--- src/rtl/control_pd_debug_capture_multi_if.sv ---
// PD bus, match/capture configuration and readback signals for the multi-field PD debug capture block.
// The master drives the datapath PD and configuration inputs; the slave (the capture block) returns counters, status and read data.
interface control_pd_debug_capture_multi_if #(
    parameter int PD_WIDTH          = 100,
    parameter int NUM_FIELDS        = 4,
    parameter int DEPTH             = 4,
    parameter int PACKET_SIZE_WIDTH = 12
);
    localparam int NUM_WORDS = (PD_WIDTH + 31) / 32;
    localparam int EW        = $clog2(DEPTH);
    localparam int CW        = $clog2(DEPTH + 1);
    localparam int WSW       = $clog2(NUM_WORDS + 1);

    logic                             e_valid;
    logic [PD_WIDTH-1:0]              eq_pd;
    logic [NUM_FIELDS*PD_WIDTH-1:0]   cfg_value;
    logic [NUM_FIELDS*PD_WIDTH-1:0]   cfg_mask;
    logic                             cfg_en;
    logic                             cfg_capture_en;
    logic [NUM_FIELDS-1:0]            cfg_capture_field_sel;
    logic                             cfg_trig_en;
    logic                             cfg_ring_mode;
    logic                             capture_trigger;
    logic                             arm;
    logic                             stop;
    logic [EW-1:0]                    rd_entry_sel;
    logic [WSW-1:0]                   rd_word_sel;

    logic [NUM_FIELDS-1:0]            field_cnt_inc;
    logic [NUM_FIELDS-1:0]            field_byte_cnt_inc;
    logic [PACKET_SIZE_WIDTH-1:0]     byte_cnt_inc_amount;
    logic                             total_pd_cnt_inc;
    logic                             trigger_cnt_inc;
    logic                             capture_match_o;
    logic [1:0]                       capture_state;
    logic [CW-1:0]                    capture_count;
    logic                             capture_wrapped;
    logic [31:0]                      dbg_out;

    modport master (
        output e_valid, eq_pd, cfg_value, cfg_mask, cfg_en, cfg_capture_en,
               cfg_capture_field_sel, cfg_trig_en, cfg_ring_mode, capture_trigger,
               arm, stop, rd_entry_sel, rd_word_sel,
        input  field_cnt_inc, field_byte_cnt_inc, byte_cnt_inc_amount, total_pd_cnt_inc,
               trigger_cnt_inc, capture_match_o, capture_state, capture_count,
               capture_wrapped, dbg_out
    );

    modport slave (
        input  e_valid, eq_pd, cfg_value, cfg_mask, cfg_en, cfg_capture_en,
               cfg_capture_field_sel, cfg_trig_en, cfg_ring_mode, capture_trigger,
               arm, stop, rd_entry_sel, rd_word_sel,
        output field_cnt_inc, field_byte_cnt_inc, byte_cnt_inc_amount, total_pd_cnt_inc,
               trigger_cnt_inc, capture_match_o, capture_state, capture_count,
               capture_wrapped, dbg_out
    );
endinterface

--- src/rtl/control_pd_debug_capture_multi.sv ---
// Multi-field PD matcher with DEPTH-entry capture history; counters are combinational, captures land one edge after the PD, dbg_out one edge after its select.
// No backpressure: the PD bus is observed passively and never stalled.
module control_pd_debug_capture_multi #(
    parameter int PD_WIDTH           = 100,
    parameter int NUM_FIELDS         = 4,
    parameter int DEPTH              = 4,
    parameter int PACKET_SIZE_OFFSET = 0,
    parameter int PACKET_SIZE_WIDTH  = 12
) (
    input  logic                           clk,
    input  logic                           rstn,
    control_pd_debug_capture_multi_if.slave bus
);
    localparam int NUM_WORDS = (PD_WIDTH + 31) / 32;
    localparam int EW        = $clog2(DEPTH);
    localparam int CW        = $clog2(DEPTH + 1);
    localparam int WSW       = $clog2(NUM_WORDS + 1);
    localparam int PADW      = NUM_WORDS * 32;

    typedef enum logic [1:0] {
        ST_IDLE  = 2'd0,
        ST_ARMED = 2'd1,
        ST_DONE  = 2'd2
    } state_e;

    state_e                state_q, state_d;
    logic [EW-1:0]         wr_ptr_q, wr_ptr_d;
    logic [CW-1:0]         count_q, count_d;
    logic                  wrapped_q, wrapped_d;
    logic [31:0]           dbg_q, dbg_d;

    logic [PD_WIDTH-1:0]   pd_mem  [DEPTH];
    logic [NUM_FIELDS-1:0] hit_mem [DEPTH];

    logic [NUM_FIELDS-1:0] hit;
    logic                  qual;
    logic                  wr;
    logic [EW-1:0]         rd_phys;
    logic                  rd_valid;
    logic [PADW-1:0]       rd_pad;

    always_comb begin
        hit = '0;
        for (int i = 0; i < NUM_FIELDS; i++) begin
            hit[i] = bus.e_valid &
                     ((bus.eq_pd & bus.cfg_mask[i*PD_WIDTH +: PD_WIDTH]) ==
                      (bus.cfg_value[i*PD_WIDTH +: PD_WIDTH] & bus.cfg_mask[i*PD_WIDTH +: PD_WIDTH]));
        end
    end

    assign qual = bus.cfg_en & ((|(hit & bus.cfg_capture_field_sel)) |
                                (bus.e_valid & bus.capture_trigger & bus.cfg_trig_en));
    // A restart, a disable or a reset in the same cycle drops the PD rather than writing it.
    assign wr   = qual & rstn & bus.cfg_capture_en & ~bus.arm & (state_q == ST_ARMED);

    assign bus.field_cnt_inc       = hit & {NUM_FIELDS{bus.cfg_en}};
    assign bus.field_byte_cnt_inc  = hit & {NUM_FIELDS{bus.cfg_en}};
    assign bus.byte_cnt_inc_amount = bus.eq_pd[PACKET_SIZE_OFFSET +: PACKET_SIZE_WIDTH];
    assign bus.total_pd_cnt_inc    = bus.e_valid & bus.cfg_en;
    assign bus.trigger_cnt_inc     = bus.e_valid & bus.capture_trigger & bus.cfg_trig_en & bus.cfg_en;
    assign bus.capture_match_o     = wr;
    assign bus.capture_state       = state_q;
    assign bus.capture_count       = count_q;
    assign bus.capture_wrapped     = wrapped_q;
    assign bus.dbg_out             = dbg_q;

    always_comb begin
        state_d   = state_q;
        wr_ptr_d  = wr_ptr_q;
        count_d   = count_q;
        wrapped_d = wrapped_q;
        if (!bus.cfg_capture_en) begin
            state_d = ST_IDLE;
        end else if (bus.arm) begin
            state_d   = ST_ARMED;
            wr_ptr_d  = '0;
            count_d   = '0;
            wrapped_d = 1'b0;
        end else if (state_q == ST_ARMED) begin
            if (wr) begin
                wr_ptr_d = wr_ptr_q + EW'(1);
                if (count_q == CW'(DEPTH)) begin
                    wrapped_d = 1'b1;
                end else begin
                    count_d = count_q + CW'(1);
                end
                if (!bus.cfg_ring_mode && (count_q == CW'(DEPTH - 1))) begin
                    state_d = ST_DONE;
                end
            end
            if (bus.stop) begin
                state_d = ST_DONE;
            end
        end
    end

    // Once wrapped, wr_ptr points at the oldest surviving entry.
    always_comb begin
        rd_phys  = (wrapped_q ? wr_ptr_q : '0) + bus.rd_entry_sel;
        rd_valid = CW'(bus.rd_entry_sel) < count_q;
        rd_pad   = PADW'(pd_mem[rd_phys]);
        dbg_d    = '0;
        if (rd_valid) begin
            for (int w = 0; w < NUM_WORDS; w++) begin
                if (bus.rd_word_sel == WSW'(w)) begin
                    dbg_d = rd_pad[w*32 +: 32];
                end
            end
            if (bus.rd_word_sel == WSW'(NUM_WORDS)) begin
                dbg_d = {1'b1, 15'b0, 16'(hit_mem[rd_phys])};
            end
        end
    end

    always_ff @(posedge clk) begin
        if (!rstn) begin
            state_q   <= ST_IDLE;
            wr_ptr_q  <= '0;
            count_q   <= '0;
            wrapped_q <= 1'b0;
            dbg_q     <= '0;
        end else begin
            state_q   <= state_d;
            wr_ptr_q  <= wr_ptr_d;
            count_q   <= count_d;
            wrapped_q <= wrapped_d;
            dbg_q     <= dbg_d;
        end
    end

    always_ff @(posedge clk) begin
        if (wr) begin
            pd_mem[wr_ptr_q]  <= bus.eq_pd;
            hit_mem[wr_ptr_q] <= hit;
        end
    end
endmodule

--- src/flat_wrapper.sv ---
// flat-port wrapper written by rule: the top's interface ports become plain ports
module control_pd_debug_capture_multi_flat 
#(
    parameter int PD_WIDTH           = 100,
    parameter int NUM_FIELDS         = 4,
    parameter int DEPTH              = 4,
    parameter int PACKET_SIZE_OFFSET = 0,
    parameter int PACKET_SIZE_WIDTH  = 12
)
  (clk, rstn, bus_e_valid, bus_eq_pd, bus_cfg_value, bus_cfg_mask, bus_cfg_en, bus_cfg_capture_en, bus_cfg_capture_field_sel, bus_cfg_trig_en, bus_cfg_ring_mode, bus_capture_trigger, bus_arm, bus_stop, bus_rd_entry_sel, bus_rd_word_sel, bus_field_cnt_inc, bus_field_byte_cnt_inc, bus_byte_cnt_inc_amount, bus_total_pd_cnt_inc, bus_trigger_cnt_inc, bus_capture_match_o, bus_capture_state, bus_capture_count, bus_capture_wrapped, bus_dbg_out);
  control_pd_debug_capture_multi_if #(.PD_WIDTH(PD_WIDTH), .NUM_FIELDS(NUM_FIELDS), .DEPTH(DEPTH), .PACKET_SIZE_WIDTH(PACKET_SIZE_WIDTH)) bus_i ();
  input  logic clk;
  input  logic rstn;
  input wire logic [$bits(bus_i.e_valid)-1:0] bus_e_valid;
  input wire logic [$bits(bus_i.eq_pd)-1:0] bus_eq_pd;
  input wire logic [$bits(bus_i.cfg_value)-1:0] bus_cfg_value;
  input wire logic [$bits(bus_i.cfg_mask)-1:0] bus_cfg_mask;
  input wire logic [$bits(bus_i.cfg_en)-1:0] bus_cfg_en;
  input wire logic [$bits(bus_i.cfg_capture_en)-1:0] bus_cfg_capture_en;
  input wire logic [$bits(bus_i.cfg_capture_field_sel)-1:0] bus_cfg_capture_field_sel;
  input wire logic [$bits(bus_i.cfg_trig_en)-1:0] bus_cfg_trig_en;
  input wire logic [$bits(bus_i.cfg_ring_mode)-1:0] bus_cfg_ring_mode;
  input wire logic [$bits(bus_i.capture_trigger)-1:0] bus_capture_trigger;
  input wire logic [$bits(bus_i.arm)-1:0] bus_arm;
  input wire logic [$bits(bus_i.stop)-1:0] bus_stop;
  input wire logic [$bits(bus_i.rd_entry_sel)-1:0] bus_rd_entry_sel;
  input wire logic [$bits(bus_i.rd_word_sel)-1:0] bus_rd_word_sel;
  output wire logic [$bits(bus_i.field_cnt_inc)-1:0] bus_field_cnt_inc;
  output wire logic [$bits(bus_i.field_byte_cnt_inc)-1:0] bus_field_byte_cnt_inc;
  output wire logic [$bits(bus_i.byte_cnt_inc_amount)-1:0] bus_byte_cnt_inc_amount;
  output wire logic [$bits(bus_i.total_pd_cnt_inc)-1:0] bus_total_pd_cnt_inc;
  output wire logic [$bits(bus_i.trigger_cnt_inc)-1:0] bus_trigger_cnt_inc;
  output wire logic [$bits(bus_i.capture_match_o)-1:0] bus_capture_match_o;
  output wire logic [$bits(bus_i.capture_state)-1:0] bus_capture_state;
  output wire logic [$bits(bus_i.capture_count)-1:0] bus_capture_count;
  output wire logic [$bits(bus_i.capture_wrapped)-1:0] bus_capture_wrapped;
  output wire logic [$bits(bus_i.dbg_out)-1:0] bus_dbg_out;
  assign bus_i.e_valid = bus_e_valid;
  assign bus_i.eq_pd = bus_eq_pd;
  assign bus_i.cfg_value = bus_cfg_value;
  assign bus_i.cfg_mask = bus_cfg_mask;
  assign bus_i.cfg_en = bus_cfg_en;
  assign bus_i.cfg_capture_en = bus_cfg_capture_en;
  assign bus_i.cfg_capture_field_sel = bus_cfg_capture_field_sel;
  assign bus_i.cfg_trig_en = bus_cfg_trig_en;
  assign bus_i.cfg_ring_mode = bus_cfg_ring_mode;
  assign bus_i.capture_trigger = bus_capture_trigger;
  assign bus_i.arm = bus_arm;
  assign bus_i.stop = bus_stop;
  assign bus_i.rd_entry_sel = bus_rd_entry_sel;
  assign bus_i.rd_word_sel = bus_rd_word_sel;
  assign bus_field_cnt_inc = bus_i.field_cnt_inc;
  assign bus_field_byte_cnt_inc = bus_i.field_byte_cnt_inc;
  assign bus_byte_cnt_inc_amount = bus_i.byte_cnt_inc_amount;
  assign bus_total_pd_cnt_inc = bus_i.total_pd_cnt_inc;
  assign bus_trigger_cnt_inc = bus_i.trigger_cnt_inc;
  assign bus_capture_match_o = bus_i.capture_match_o;
  assign bus_capture_state = bus_i.capture_state;
  assign bus_capture_count = bus_i.capture_count;
  assign bus_capture_wrapped = bus_i.capture_wrapped;
  assign bus_dbg_out = bus_i.dbg_out;
  control_pd_debug_capture_multi #(.PD_WIDTH(PD_WIDTH), .NUM_FIELDS(NUM_FIELDS), .DEPTH(DEPTH), .PACKET_SIZE_OFFSET(PACKET_SIZE_OFFSET), .PACKET_SIZE_WIDTH(PACKET_SIZE_WIDTH)) u_core (.clk(clk), .rstn(rstn), .bus(bus_i));
endmodule
--- config.mk ---
export PLATFORM = sky130hd
export DESIGN_NAME = control_pd_debug_capture_multi_flat
export DESIGN_NICKNAME = d
export VERILOG_FILES = /design/src/rtl/control_pd_debug_capture_multi_if.sv /design/src/rtl/control_pd_debug_capture_multi.sv /design/src/flat_wrapper.sv
export SDC_FILE = /design/constraint.sdc
export NUM_CORES = 1
export LEC_CHECK = 0
export CORE_AREA = 2 2 385 387
export CTS_CLUSTER_DIAMETER = 150
export DETAILED_ROUTE_END_ITERATION = 6
export DIE_AREA = 0 0 387 389
export PLACE_DENSITY = 0.34
export SLEW_MARGIN = 20
export SYNTH_ARGS = -nofsm -noshare
export SYNTH_HDL_FRONTEND = slang
export SYNTH_SLANG_ARGS = --single-unit
--- constraint.sdc ---
create_clock -name clk -period 8.23 [get_ports clk]
set_input_delay 1.2345 -clock clk [delete_from_list [all_inputs] [get_ports clk]]
set_output_delay 1.2345 -clock clk [all_outputs]
set_load 0.05 [all_outputs]
* Yosys cells after proc, flatten, opt, wreduce, memory -nomap -nowiden *
Memory sizes are Yosys's and may differ from the RTL's.
Cells that the tools add are included.

storage, ports and cells
  logic and storage cells = 97
  input bits = 919
  memories kept = 2
  bits in writable memories = 416
  bits in registers = 40
  output and inout bits = 61

operators by class
  add/subtract/negate cells = 3
  mux-type cells = 24
  eq/ne operators = 12
  bitwise logic cells = 28
  reductions and logical operators = 20
  order comparisons = 1

memory list
  name            words  width  rd ports  clocked after Yosys merged registers in  write ports  RTL line                              source
  u_core.pd_mem   4      100    1         0                                        1            control_pd_debug_capture_multi.sv:32  logic [PD_WIDTH-1:0] pd_mem [DEPTH];
  u_core.hit_mem  4      4      1         0                                        1            control_pd_debug_capture_multi.sv:33  logic [NUM_FIELDS-1:0] hit_mem [DEPTH];

operators with widths
  cell                                                  number
  bitwise AND 100 bit                                   8
  equality test 100 bit                                 4
  two-way mux 32 bit                                    5
  two-way mux 2 bit                                     7
  bitwise AND 1 bit                                     13
  two-way mux 3 bit                                     4
  nonzero test 2 bit                                    5
  equality test 3 x 2 -> 1 bit (second input constant)  3
  AND reduction 3 bit                                   3
  bitwise AND 4 bit                                     2
  two-way mux 1 bit                                     8
  AND reduction 4 bit                                   2
  OR reduction 4 bit                                    2
  equality test 3 bit (second input constant)           2
  nonzero test 3 bit                                    2
  inverter 1 bit                                        4
  AND reduction 2 bit                                   2
  adder 3 x 1 -> 3 bit (second input constant)          1
  equality test 3 x 1 -> 1 bit (second input constant)  1
  logical NOT 3 bit                                     1
  less-than comparator 2 x 3 -> 1 bit                   1
  OR reduction 3 bit                                    1
  adder 2 x 1 -> 2 bit (second input constant)          1
  adder 2 bit                                           1
  5 further kinds                                       5

* Longest topological paths before layout *
Gate-level depths: netlist of run 1.

  word-level depth = 15
  mapped depth = 11
  depth with buffers taken out = 9

* Worst setup path after synthesis of run 1 *
OpenSTA, ideal clock, no wires.

  kind = input -> register
  start point = input bus_eq_pd[41]
  end point = memory u_core.hit_mem[0][0] (enable)
  stages = 8
  required time = 7.755 ns
  arrival time = 5.583 ns
  library setup time = 0.475 ns
  path slack = 2.172 ns
  path through = xor2_1 -> a222oi_1 -> nand3_1 -> nor4_1 -> and4_1 -> a222oi_1 -> a21oi_2 -> and2_1

on the way
  cells in the longest elaborated chain, start to end = 13
  elaborated cells between the ends (all ways) = 22
  classes of those cells = eq/ne: 4; mux: 2; bitwise: 15; reduce/logical: 1

ends and longest elaborated chain
  element                                  RTL line                               source
  start: declaration                       flat_wrapper.sv:15                     input wire logic [$bits(bus_i.eq_pd)-1:0] bus_eq_pd;
  bitwise AND 100 bit                      control_pd_debug_capture_multi.sv:46   ((bus.eq_pd & bus.cfg_mask[i*PD_WIDTH +: PD_WIDTH]) ==
  equality test 100 bit                    control_pd_debug_capture_multi.sv:46
  bitwise AND 1 bit                        control_pd_debug_capture_multi.sv:45   hit[i] = bus.e_valid &
  named net u_core.hit[2]                  control_pd_debug_capture_multi.sv:35   logic [NUM_FIELDS-1:0] hit;
  bitwise AND 4 bit                        control_pd_debug_capture_multi.sv:51   assign qual = bus.cfg_en & ((|(hit & bus.cfg_capture_field_sel)) |
  OR reduction 4 bit                       control_pd_debug_capture_multi.sv:51
  OR 1 bit                                 control_pd_debug_capture_multi.sv:51
  bitwise AND 1 bit                        control_pd_debug_capture_multi.sv:51
  bitwise AND 1 bit (4 in series)          control_pd_debug_capture_multi.sv:54   assign wr = qual & rstn & bus.cfg_capture_en & ~bus.arm & (state_q == ST_ARMED);
  named net bus_capture_match_o            flat_wrapper.sv:33                     output wire logic [$bits(bus_i.capture_match_o)-1:0] bus_capture_match_o;
  two-way mux 1 bit                        control_pd_debug_capture_multi.sv:132  if (wr) begin
  two-way mux 1 bit (implied by the code)  control_pd_debug_capture_multi.sv:134  hit_mem[wr_ptr_q] <= hit;
  end: declaration                         control_pd_debug_capture_multi.sv:33

The timed path passes the listed nets, and every way through them passes these cells.

* Worst setup path after layout of run 1 *
  start point = input bus_eq_pd[74]
  end point = output bus_field_cnt_inc[3]

on the way
  cells in the longest elaborated chain, start to end = 4

ends and longest elaborated chain
  element                  RTL line                              source
  bitwise AND 100 bit      control_pd_debug_capture_multi.sv:46
  equality test 100 bit    control_pd_debug_capture_multi.sv:46
  bitwise AND 1 bit        control_pd_debug_capture_multi.sv:45
  named net u_core.hit[3]  control_pd_debug_capture_multi.sv:35
  bitwise AND 4 bit        control_pd_debug_capture_multi.sv:56  assign bus.field_cnt_inc = hit & {NUM_FIELDS{bus.cfg_en}};
  end: declaration         flat_wrapper.sv:28                    output wire logic [$bits(bus_i.field_cnt_inc)-1:0] bus_field_cnt_inc;

The timed path passes the listed nets, and every way through them passes these cells.

==> results of run 1 <==
[kinds of logic after synthesis]
logic type | Yosys count | share of synthesized area [%]
buf+inv | 67 | 1.45
simple gates | 226 | 4.91
compound gates | 245 | 7.81
fa+ha+maj | 9 | 0.498
flops | 456 | 58.8
mux | 111 | 10.9
xor+xnor | 403 | 15.6
[metal layers]
metal | global-route usage [%] | wire [µm] | vias to the layer above
met5 | 0 | 408 | -
li1 | - | - | 8080
met4 | 4.33 | 3660 | 66
met3 | 4.75 | 10900 | 226
met2 | 43.7 | 96100 | 946
met1 | 32.4 | 83400 | 10200
[state kept, by name, summed over array words and instances (netlist names)]
name and cells:
u_core.bus.capture_count 3, u_core.pd_mem 400, u_core.hit_mem 16, u_core.bus.dbg_out 32
u_core.bus.capture_wrapped 1, u_core.bus.capture_state 2, u_core.wr_ptr_q 2
[cell type report]
cell class	count	area, µm²
repair buffers	1072	10600
inverters	11	41.3
clock buffers	61	1370
diodes	13	32.5
fillers	15300	110000
multi-input cells	994	9050
flip-flops and latches	456	13300
clock inverters	31	220
well taps	1930	2410
[synthesized netlist by cell type, types with 3 or more instances]
| cell | instances | share of area [%] |
|---|---|---|
| ha_1 | 9 | 0.50 |
| nor3_1 | 32 | 0.71 |
| nor4_1 | 8 | 0.22 |
| dfxtp_1 | 40 | 3.5 |
| a22oi_1 | 192 | 6.4 |
| nand2_1 | 11 | 0.18 |
| nand4_1 | 49 | 1.4 |
| buf_1 | 7 | 0.12 |
| clkbuf_1 | 20 | 0.33 |
| and4_1 | 3 | 0.12 |
| edfxtp_1 | 416 | 55 |
| inv_1 | 11 | 0.18 |
| nand2b_1 | 6 | 0.17 |
| a222oi_1 | 5 | 0.22 |
| nor2_1 | 94 | 1.6 |
| buf_2 | 13 | 0.29 |
| nand3_1 | 10 | 0.22 |
| mux4_2 | 108 | 11 |
| a21oi_1 | 36 | 0.80 |
| buf_4 | 16 | 0.53 |
| xor2_1 | 401 | 16 |
| and2_1 | 9 | 0.25 |
[layout by cell type, fill, tap and decap left out, types with 9 or more instances in the layout]
cell type	count
clkdlybuf4s50_1	969
edfxtp_1	416
xor2_1	400
a22oi_1	192
mux4_2	108
nor2_1	94
buf_4	87
clkbuf_16	53
nand4_1	49
dfxtp_1	40
a21oi_1	36
nor3_1	31
clkinv_2	14
diode_2	13
clkinv_1	12
inv_1	11
nand3_1	10
nand2_1	10
buf_12	9
[power groups by stage]
stage               Clock [W]  Sequential, W  Combinational (W)
finish                0.00222        0.00253            0.00137
global route          0.00235        0.00253            0.00142
CTS                   0.00227        0.00253            0.00139
detailed placement          0        0.00258            0.00138
global placement            0        0.00258            0.00138
floorplan                   0        0.00259           0.000327
[metrics by stage]
step / cells / total power (W) / hold WS (ns)
floorplan: 1517 / 0.00291 / 0.532
global placement: 4460 / 0.00396 / 0.533
detailed placement: 4463 / 0.00396 / 0.536
CTS: 4555 / 0.00619 / 0.555
global route: 4559 / 0.00629 / 0.576
finish: 4568 / 0.00612 / 0.553
[how the worst max path moves through the flow]
| stage | depth (start not counted) | start | endpoint |
|---|---|---|---|
| final | 8 | bus_eq_pd[74] | bus_field_cnt_inc[3] |
| after global routing | 8 | bus_eq_pd[21] | bus_field_cnt_inc[3] |
| after CTS | 8 | bus_eq_pd[21] | bus_field_cnt_inc[3] |
| after detailed placement | 8 | bus_eq_pd[21] | bus_field_cnt_inc[3] |
| after global placement | 9 | bus_eq_pd[27] | bus_field_cnt_inc[3] |
| after floorplan | 8 | bus_eq_pd[41] | u_core.hit_mem[0][0] |
==> metrics.md, run 1 <==
| Metric | Value |
|---|---|
| Status | completed |
| Initial antenna violation count | 100 |
| Worst Hold End | u_core.bus.capture_state[1] |
| # rows | 141 |
| RSZ-0062 raised after global routing | no |
| Worst setup margin | 1.01 ns |
| Worst r2r src | u_core.wr_ptr_q[0] |
| Maxcap violations | 0 |
| Number of port buffers | 979 |
| Post-Route Skew | 0.0146 ns |
| Vias | 19600 |
| Placed cell area | 35400 µm² |
| Kind of critical path | in2out |
| Final setup TNS | 0 ns |
| TritonCTS clock tree | built |
| Power Internal | 0.00441 W |
| Global-route wire length before repair | 241 mm |
| Post-route ant nets | 0 |
| Root Driver | clkbuf_16 |
| Critical path's most frequent cell | clkdlybuf4s50_1 |
| Hold_sp | u_core.bus.capture_state[1] |
| Clock Power Share | 36.3% |
| R2R Setup Slk | 4.84 ns |
| Pre-CTS setup slack | 0.794 ns |
| Reg-to-Reg End | u_core.bus.dbg_out[1] |
| Setup bufs post-CTS | 0 |
| Fin. Hold Viols | 0 |
| Crit. End Element | output pin |
| Nets | 3514 |
| Yosys warns | 0 |
| Req. time, crit path | 7.00 ns |
| DIE HEIGHT | 389 µm |
| Critical-path top delay cell | clkdlybuf4s50_1 |
| Chip width | 387 µm |
| Tmin final | 7.22 ns |
| Startpoint types | input pin |
| Crit-path cells | clkdlybuf4s50_1 -> xor2_1 -> a22oi_1 -> nand4_1 -> nor4_1 -> and4_1 -> and2_1 -> clkdlybuf4s50_1 |
| Max Buffers Root-to-Sink | 3 |
| CP max stage delay | 0.86 ns |
| Psw | 0.00171 W |
| Post-layout util | 25.2% |
| Slew Viols, Final | 0 |
| Syn avg cell area | 14.9 µm² |
| Maximum fanout along the worst path | 8 |
| Finished Cell Area | 37000 µm² |
| Total Die Area | 151000 µm² |
| Cell variety after synth | 38 |
| Worst path bufs/invs | 2 |
| Vias in the first global route | 20600 |
| Slew @ Worst Pin | 1.11 ns |
| Yosys reg bits | 456 |
| Insertion delay to the later sink of the worst-skew pair | 0.60 ns |
| Clock Sinks | 456 |
| DR vias/cell | 4.28 |
| Post-Syn Instances | 1517 |
| Main synth FF type | edfxtp_1 |
| Hold Path Stages | 1 |
| Slew HR | 24.9% |
| Area delta synth->final | 63.7% |
| Post-synth ARST share | 0% |
| Dpl hpwl | 164 mm |
| Final estimated routing congestion in global placement | 0.958 |
| Sw Ratio | 28.0% |
| Endpoints failing setup | 0 |
| WL final | 194 mm |
| Drt pass-1 iters | 6 |
| Resize count post-CTS | 0 |
| WP data arrival | 5.98 ns |
| 1st-iter DRT viols | 1609 |
| Share of layout cells above drive strength 1 | 11.5% |
| Largest vdd supply drop | 0.121 mV |
| Register area share after synthesis | 58.8% |
| Hold Path Class | reg2reg |
| DRC Markers | 0 |
| Final Cycle Share | 87.7% |
| H-tree levels | 2 |
| Post-synth EDFFs | 416 |
| # hold bufs at CTS | 0 |
| Routed WL per cell | 42.6 µm |
| Total CTS buffers | 51 |
| Core Area | 147000 µm² |
| FMAX | 0.139 GHz |
| Combinational share of power | 22.4% |
| Initial Util | 15.4% |
| Lkg Pwr | 12.6 nW |
| Clk pin slew, worst setup/hold paths | 0.06 ns |
| Global Route Usage Sum | 25.1% |
| Largest net degree at the start of global routing | 105 |
| Post-Syn Nets | 2445 |
| Sequential power share | 41.3% |
| Worst reg2reg path depth | 7 |
| GRT overflow | 0 |
| Top cell family by delay on the critical path | simple AND/OR/NAND/NOR gates |
| I/O Pins | 980 |
| Pwr Density | 166 nW/µm² |
| Mapped Area | 22600 µm² |
No activity file was read; power rests on OpenSTA's default activity.
==> inputs of run 2 (changes only) <==
--- a/config.mk
+++ b/config.mk
@@ -5,10 +5,10 @@
 export SDC_FILE = /design/constraint.sdc
 export NUM_CORES = 1
 export LEC_CHECK = 0
-export CORE_AREA = 2 2 385 387
+export CORE_AREA = 2 2 381 383
 export CTS_CLUSTER_DIAMETER = 150
 export DETAILED_ROUTE_END_ITERATION = 6
-export DIE_AREA = 0 0 387 389
+export DIE_AREA = 0 0 383 385
 export PLACE_DENSITY = 0.34
 export SLEW_MARGIN = 20
 export SYNTH_ARGS = -nofsm -noshare
==> run 2 against run 1 <==
Via count up 0.93%; sequential cell count is the same; global-route usage is 0.91 points higher; register-to-register slack gained 0.08 ns; power about the same; first-iteration DRC count up 29%; clock skew up 0.022 ns; clock power hardly changed; critical path type unchanged.
==> metrics.md, run 2 (synthesis results as in run 1) <==
| Metric | Value |
|---|---|
| Root Driver | clkbuf_16 (unchanged) |
| DRC Markers | 0 (unchanged) |
| Number of port buffers | 979 (unchanged) |
| Final estimated routing congestion in global placement | 1.05 (was 0.958) |
| Post-route ant nets | 0 (unchanged) |
| Largest net degree at the start of global routing | 105 (unchanged) |
| FMAX | 0.137 GHz (was 0.139 GHz) |
| Max Buffers Root-to-Sink | 3 (unchanged) |
| Total CTS buffers | 52 (was 51) |
| Vias in the first global route | 20600 (about the same) |
| Resize count post-CTS | 0 (unchanged) |
| # rows | 139 (was 141) |
| I/O Pins | 980 (unchanged) |
| Maximum fanout along the worst path | 8 (unchanged) |
| # hold bufs at CTS | 0 (unchanged) |
| Nets | 3496 (was 3514) |
| Global Route Usage Sum | 26.0% (was 25.1%) |
| Post-layout util | 25.8% (was 25.2%) |
| TritonCTS clock tree | built (unchanged) |
| Slew @ Worst Pin | 1.14 ns (was 1.11 ns) |
| Met3 wire length | 15.0 mm (was 10.9 mm) |
| Clk pin slew, worst setup/hold paths | 0.06 ns (about the same) |
| Metal2 WL | 96.5 mm (was 96.1 mm) |
| Fin. Hold Viols | 0 (unchanged) |
| Status | completed (unchanged) |
| Largest vdd supply drop | 0.133 mV (was 0.121 mV) |
| Dpl hpwl | 167 mm (was 164 mm) |
| GRT overflow | 0 (unchanged) |
| Endpoints failing setup | 0 (unchanged) |
| Startpoint types | input pin (unchanged) |
| WP data arrival | 6.04 ns (was 5.98 ns) |
| Routed WL per cell | 43.8 µm (was 42.6 µm) |
| Tmin final | 7.28 ns (was 7.22 ns) |
| WL final | 199 mm (was 194 mm) |
| Area delta synth->final | 63.2% (was 63.7%) |
| Clock Sinks | 456 (unchanged) |
| Area of the multi-input gates | 9050 µm² (about the same) |
| Lkg Pwr | 12.5 nW (was 12.6 nW) |
| Slew Viols, Final | 0 (unchanged) |
| Initial antenna violation count | 104 (was 100) |
| DIE HEIGHT | 385 µm (was 389 µm) |
| Crit. End Element | output pin (unchanged) |
| Final setup TNS | 0 ns (unchanged) |
| H-tree levels | 2 (unchanged) |
| Vias | 19700 (was 19600) |
| Max layer used | met5 (unchanged) |
| Req. time, crit path | 7.00 ns (about the same) |
| RSZ-0062 raised after global routing | no (unchanged) |
| Pwr Density | 166 nW/µm² (about the same) |
| Share of layout cells above drive strength 1 | 11.3% (was 11.5%) |
| Setup bufs post-CTS | 0 (unchanged) |
| Hold Path Class | reg2reg (unchanged) |
| WL met1 | 82.5 mm (was 83.4 mm) |
| Sequential Area | 13300 µm² (unchanged) |
| Reg with most FFs | u_core.pd_mem (unchanged) |
| Post-Route Skew | 0.0367 ns (was 0.0146 ns) |
| Max reg flops | 400 (unchanged) |
| Filler Cells Inserted | 14900 (was 15300) |
| Most frequent cells in the layout | clkdlybuf4s50_1, edfxtp_1, xor2_1 (unchanged) |
| Core Area | 143000 µm² (was 147000 µm²) |
| Kind of critical path | in2out (unchanged) |
| Initial Util | 15.8% (was 15.4%) |
| Drt pass-1 iters | 5 (was 6) |
| Final Cycle Share | 88.4% (was 87.7%) |
| Chip width | 383 µm (was 387 µm) |
| Total Die Area | 147000 µm² (was 151000 µm²) |
| Most common cell after layout, fill and taps aside | clkdlybuf4s50_1 (unchanged) |
| Insertion delay to the later sink of the worst-skew pair | 0.63 ns (was 0.60 ns) |
| Slew HR | 23.3% (was 24.9%) |
| 1st-iter DRT viols | 2075 (was 1609) |
| DR vias/cell | 4.35 (was 4.28) |
| Global-route wire length before repair | 242 mm (was 241 mm) |
| Maxcap violations | 0 (unchanged) |
## run 2: cell types whose count changed in the layout (fill, tap and decap cells not counted), moves of 5 or more
cell / delta
buf_12: +5
clkbuf_1: +8
diode_2: +6
buf_2: +7
buf_4: -21
clkdlybuf4s50_1: -11
clkinv_1: -5
## run 2: area by class of cell
class                      count  area share [%]
clock buffer                  72            3.87
antenna                       19           0.129
inverter                      11           0.112
tap                         1903            6.46
timing repair buffer        1053            28.4
multi-input combinational    994            24.5
clock inverter                25           0.505
sequential                   456            36.0
## run 2: per-stage QoR
step	hold slack [ns]	power, W	area (µm²)	worst slack (ns)	cells
final	0.543	0.00613	36900	0.953	4533
after floorplan	0.532	0.00291	22600	2.17	1517
after global placement	0.526	0.00395	35200	0.725	4414
after global routing	0.571	0.00630	36900	1.02	4521
after CTS	0.541	0.00619	36800	1.06	4514
after detailed placement	0.522	0.00395	35200	1.07	4417
## run 2: per-layer routing
layer  up-vias  global-route usage [%]
li1       8043                       -
met1     10300                    33.1
met2      1086                    44.4
met3       242                    6.49
met4        68                    5.12
met5         -                       0
## run 2: worst paths after layout
check,start,end,slack (ns),cells after the start
setup / recovery,bus_eq_pd[58],bus_capture_match_o,0.95,9
hold / removal,u_core.bus.capture_wrapped,u_core.bus.capture_wrapped,0.54,2
setup reg to reg,u_core.wr_ptr_q[0],u_core.bus.dbg_out[4],4.92,10
hold reg to reg,u_core.bus.capture_wrapped,u_core.bus.capture_wrapped,0.54,2
## run 2: worst max-delay path: stages
cell             delay (ns)
clkdlybuf4s50_1        0.89
xor2_1                 0.36
a22oi_1                0.45
nand4_1                0.70
nor4_1                 1.07
and4_1                 0.57
a222oi_1               0.28
a21oi_2                0.28
buf_12                 0.17
## run 2: report_power, final
group	total [W]	leakage (nW)	internal, W	switching (W)
Clock	0.00224	0.788	0.00125	0.000989
Combinational	0.00137	7.69	0.000607	0.000759
Sequential	0.00253	4.06	0.00253	0.00000146
Total	0.00613	12.5	0.00438	0.00175
==> inputs of run 3 (changes only) <==
--- a/config.mk
+++ b/config.mk
@@ -9,7 +9,7 @@
 export CTS_CLUSTER_DIAMETER = 150
 export DETAILED_ROUTE_END_ITERATION = 6
 export DIE_AREA = 0 0 383 385
-export PLACE_DENSITY = 0.34
+export PLACE_DENSITY_LB_ADDON = 0.25
 export SLEW_MARGIN = 20
 export SYNTH_ARGS = -nofsm -noshare
 export SYNTH_HDL_FRONTEND = slang
==> run 3 against run 2 <==
Combinational power about the same; setup slack improved by 0.20 ns; die area unchanged; critical path depth decreased by 1; count of clock-buffer cells in the layout is 4 lower; worst hold slack better by 0.014 ns; power rose by 0.75%; critical endpoint is now bus_field_byte_cnt_inc[2]; largest cell class unchanged; largest power group unchanged.
==> metrics.md, run 3 (synthesis results as in run 1) <==
| Metric | Value |
|---|---|
| Lkg Pwr | 12.6 nW (was 12.5 nW) |
| Final Cycle Share | 85.9% (was 88.4%) |
| Grt peak-use layer | met2 (unchanged) |
| Post-Route Skew | 0.0135 ns (was 0.0367 ns) |
| Initial antenna violation count | 148 (was 104) |
| Clk pin slew, worst setup/hold paths | 0.06 ns (about the same) |
| Root Driver | clkbuf_16 (unchanged) |
| Crit. End Element | output pin (unchanged) |
| Number of port buffers | 979 (unchanged) |
| DR vias/cell | 4.33 (was 4.35) |
| Pre-CTS setup slack | 1.09 ns (was 1.07 ns) |
| Max reg flops | 400 (unchanged) |
| WP data arrival | 5.84 ns (was 6.04 ns) |
| Routing usage on met3 | 8.81% (was 6.49%) |
| Vias in the first global route | 20000 (was 20600) |
| TritonCTS clock tree | built (unchanged) |
| Vias | 19700 (about the same) |
| Post-route ant nets | 0 (unchanged) |
| # rows | 139 (unchanged) |
| Min Hold Slack | 0.557 ns (was 0.543 ns) |
| DRC Markers | 0 (unchanged) |
| Maxcap violations | 0 (unchanged) |
| Area delta synth->final | 63.8% (was 63.2%) |
| Initial Util | 15.8% (unchanged) |
| FMAX | 0.141 GHz (was 0.137 GHz) |
| Routed WL per cell | 42.1 µm (was 43.8 µm) |
| Startpoint types | input pin (unchanged) |
| Nets | 3505 (was 3496) |
| Critical Path Source | bus_eq_pd[45] (was bus_eq_pd[58]) |
| Post-layout util | 25.9% (was 25.8%) |
| GR Util met1 | 30.5% (was 33.1%) |
| # hold bufs at CTS | 0 (unchanged) |
| I/O Pins | 980 (unchanged) |
| Final setup TNS | 0 ns (unchanged) |
| Core Area | 143000 µm² (unchanged) |
| Chip width | 383 µm (unchanged) |
| RSZ-0062 raised after global routing | no (unchanged) |
| Drt pass-1 iters | 5 (unchanged) |
| Kind of critical path | in2out (unchanged) |
| Global Route Usage Sum | 25.0% (was 26.0%) |
| Slew Viols, Final | 0 (unchanged) |
| Hold Path Class | reg2reg (unchanged) |
| H-tree levels | 2 (unchanged) |
| Dpl hpwl | 162 mm (was 167 mm) |
| Global-route wire length before repair | 232 mm (was 242 mm) |
| WL final | 192 mm (was 199 mm) |
| Max Buffers Root-to-Sink | 3 (unchanged) |
| Insertion delay to the later sink of the worst-skew pair | 0.61 ns (was 0.63 ns) |
| Largest net degree at the start of global routing | 105 (unchanged) |
| Status | completed (unchanged) |
| Maximum fanout along the worst path | 8 (unchanged) |
| Most common cell after layout, fill and taps aside | clkdlybuf4s50_1 (unchanged) |
| Reg with most FFs | u_core.pd_mem (unchanged) |
| Final estimated routing congestion in global placement | 0.953 (was 1.05) |
| Setup bufs post-CTS | 0 (unchanged) |
| 1st-iter DRT viols | 1743 (was 2075) |
| Fin. Hold Viols | 0 (unchanged) |
| Largest vdd supply drop | 0.135 mV (was 0.133 mV) |
| Clock Sinks | 456 (unchanged) |
| Tmin final | 7.07 ns (was 7.28 ns) |
| Endpoints failing setup | 0 (unchanged) |
| Pwr Total | 0.00618 W (was 0.00613 W) |
| Worst setup margin | 1.16 ns (was 0.953 ns) |
| Most frequent cells in the layout | clkdlybuf4s50_1, edfxtp_1, xor2_1 (unchanged) |
| Total Die Area | 147000 µm² (unchanged) |
| Slew @ Worst Pin | 1.16 ns (was 1.14 ns) |
| DIE HEIGHT | 385 µm (unchanged) |
| Slew HR | 22.2% (was 23.3%) |
| Share of layout cells above drive strength 1 | 11.5% (was 11.3%) |
| Resize count post-CTS | 0 (unchanged) |
| Hold_sp | u_core.bus.capture_count[1] (was u_core.bus.capture_wrapped) |
| GRT overflow | 0 (unchanged) |
| Req. time, crit path | 7.00 ns (about the same) |
| Met2 GRT Util | 42.0% (was 44.4%) |
| Total CTS buffers | 49 (was 52) |
| Pwr Density | 167 nW/µm² (was 166 nW/µm²) |
| Worst r2r src | u_core.wr_ptr_q[0] (unchanged) |
## run 3: final cells by class
cell class                 instances  area (µm²)
timing repair buffer            1065       10500
antenna                           30        75.1
clock buffer                      68        1400
inverter                          11        41.3
tap                             1903        2380
fill                           14900      106000
clock inverter                    21         263
sequential                       456       13300
multi-input combinational        994        9040
## run 3: metrics by stage
stage,std cells,instance area (µm²)
finish,4548,37000
global route,4530,37000
CTS,4518,37000
detailed placement,4429,35300
global placement,4426,35300
floorplan,1517,22600
## run 3: path summary, 6_finish.rpt
path,to,slack [ns],cells past startpoint
hold / removal,u_core.bus.capture_count[1],0.56,1
setup reg to reg,u_core.bus.dbg_out[8],4.85,8
setup / recovery,bus_field_byte_cnt_inc[2],1.16,8
hold reg to reg,u_core.bus.capture_count[1],0.56,1
## run 3: metal layers
layer	vias to the layer above	share of wire, %	wire length (µm)
met1	10100	40	76200
met2	1081	48	91700
li1	8073	-	-
met3	338	9.4	18000
met5	-	0.39	752
met4	126	2.6	4920
## run 3: where the power goes
| part | total (W) | internal (W) | switching [W] |
|---|---|---|---|
| sequential | 0.00253 | 0.00253 | 0.00000142 |
| combinational | 0.00135 | 0.000611 | 0.000736 |
| clock | 0.00230 | 0.00135 | 0.000954 |
| total | 0.00618 | 0.00448 | 0.00169 |
## run 3: critical path, stage by stage
cell and delay [ns]:
clkdlybuf4s50_1 1.05, xor2_1 0.56, a22oi_1 0.59, nand4_1 0.24, nor4_1 0.58, and4_1 0.53, and2_1 0.21, clkdlybuf4s50_1 0.81
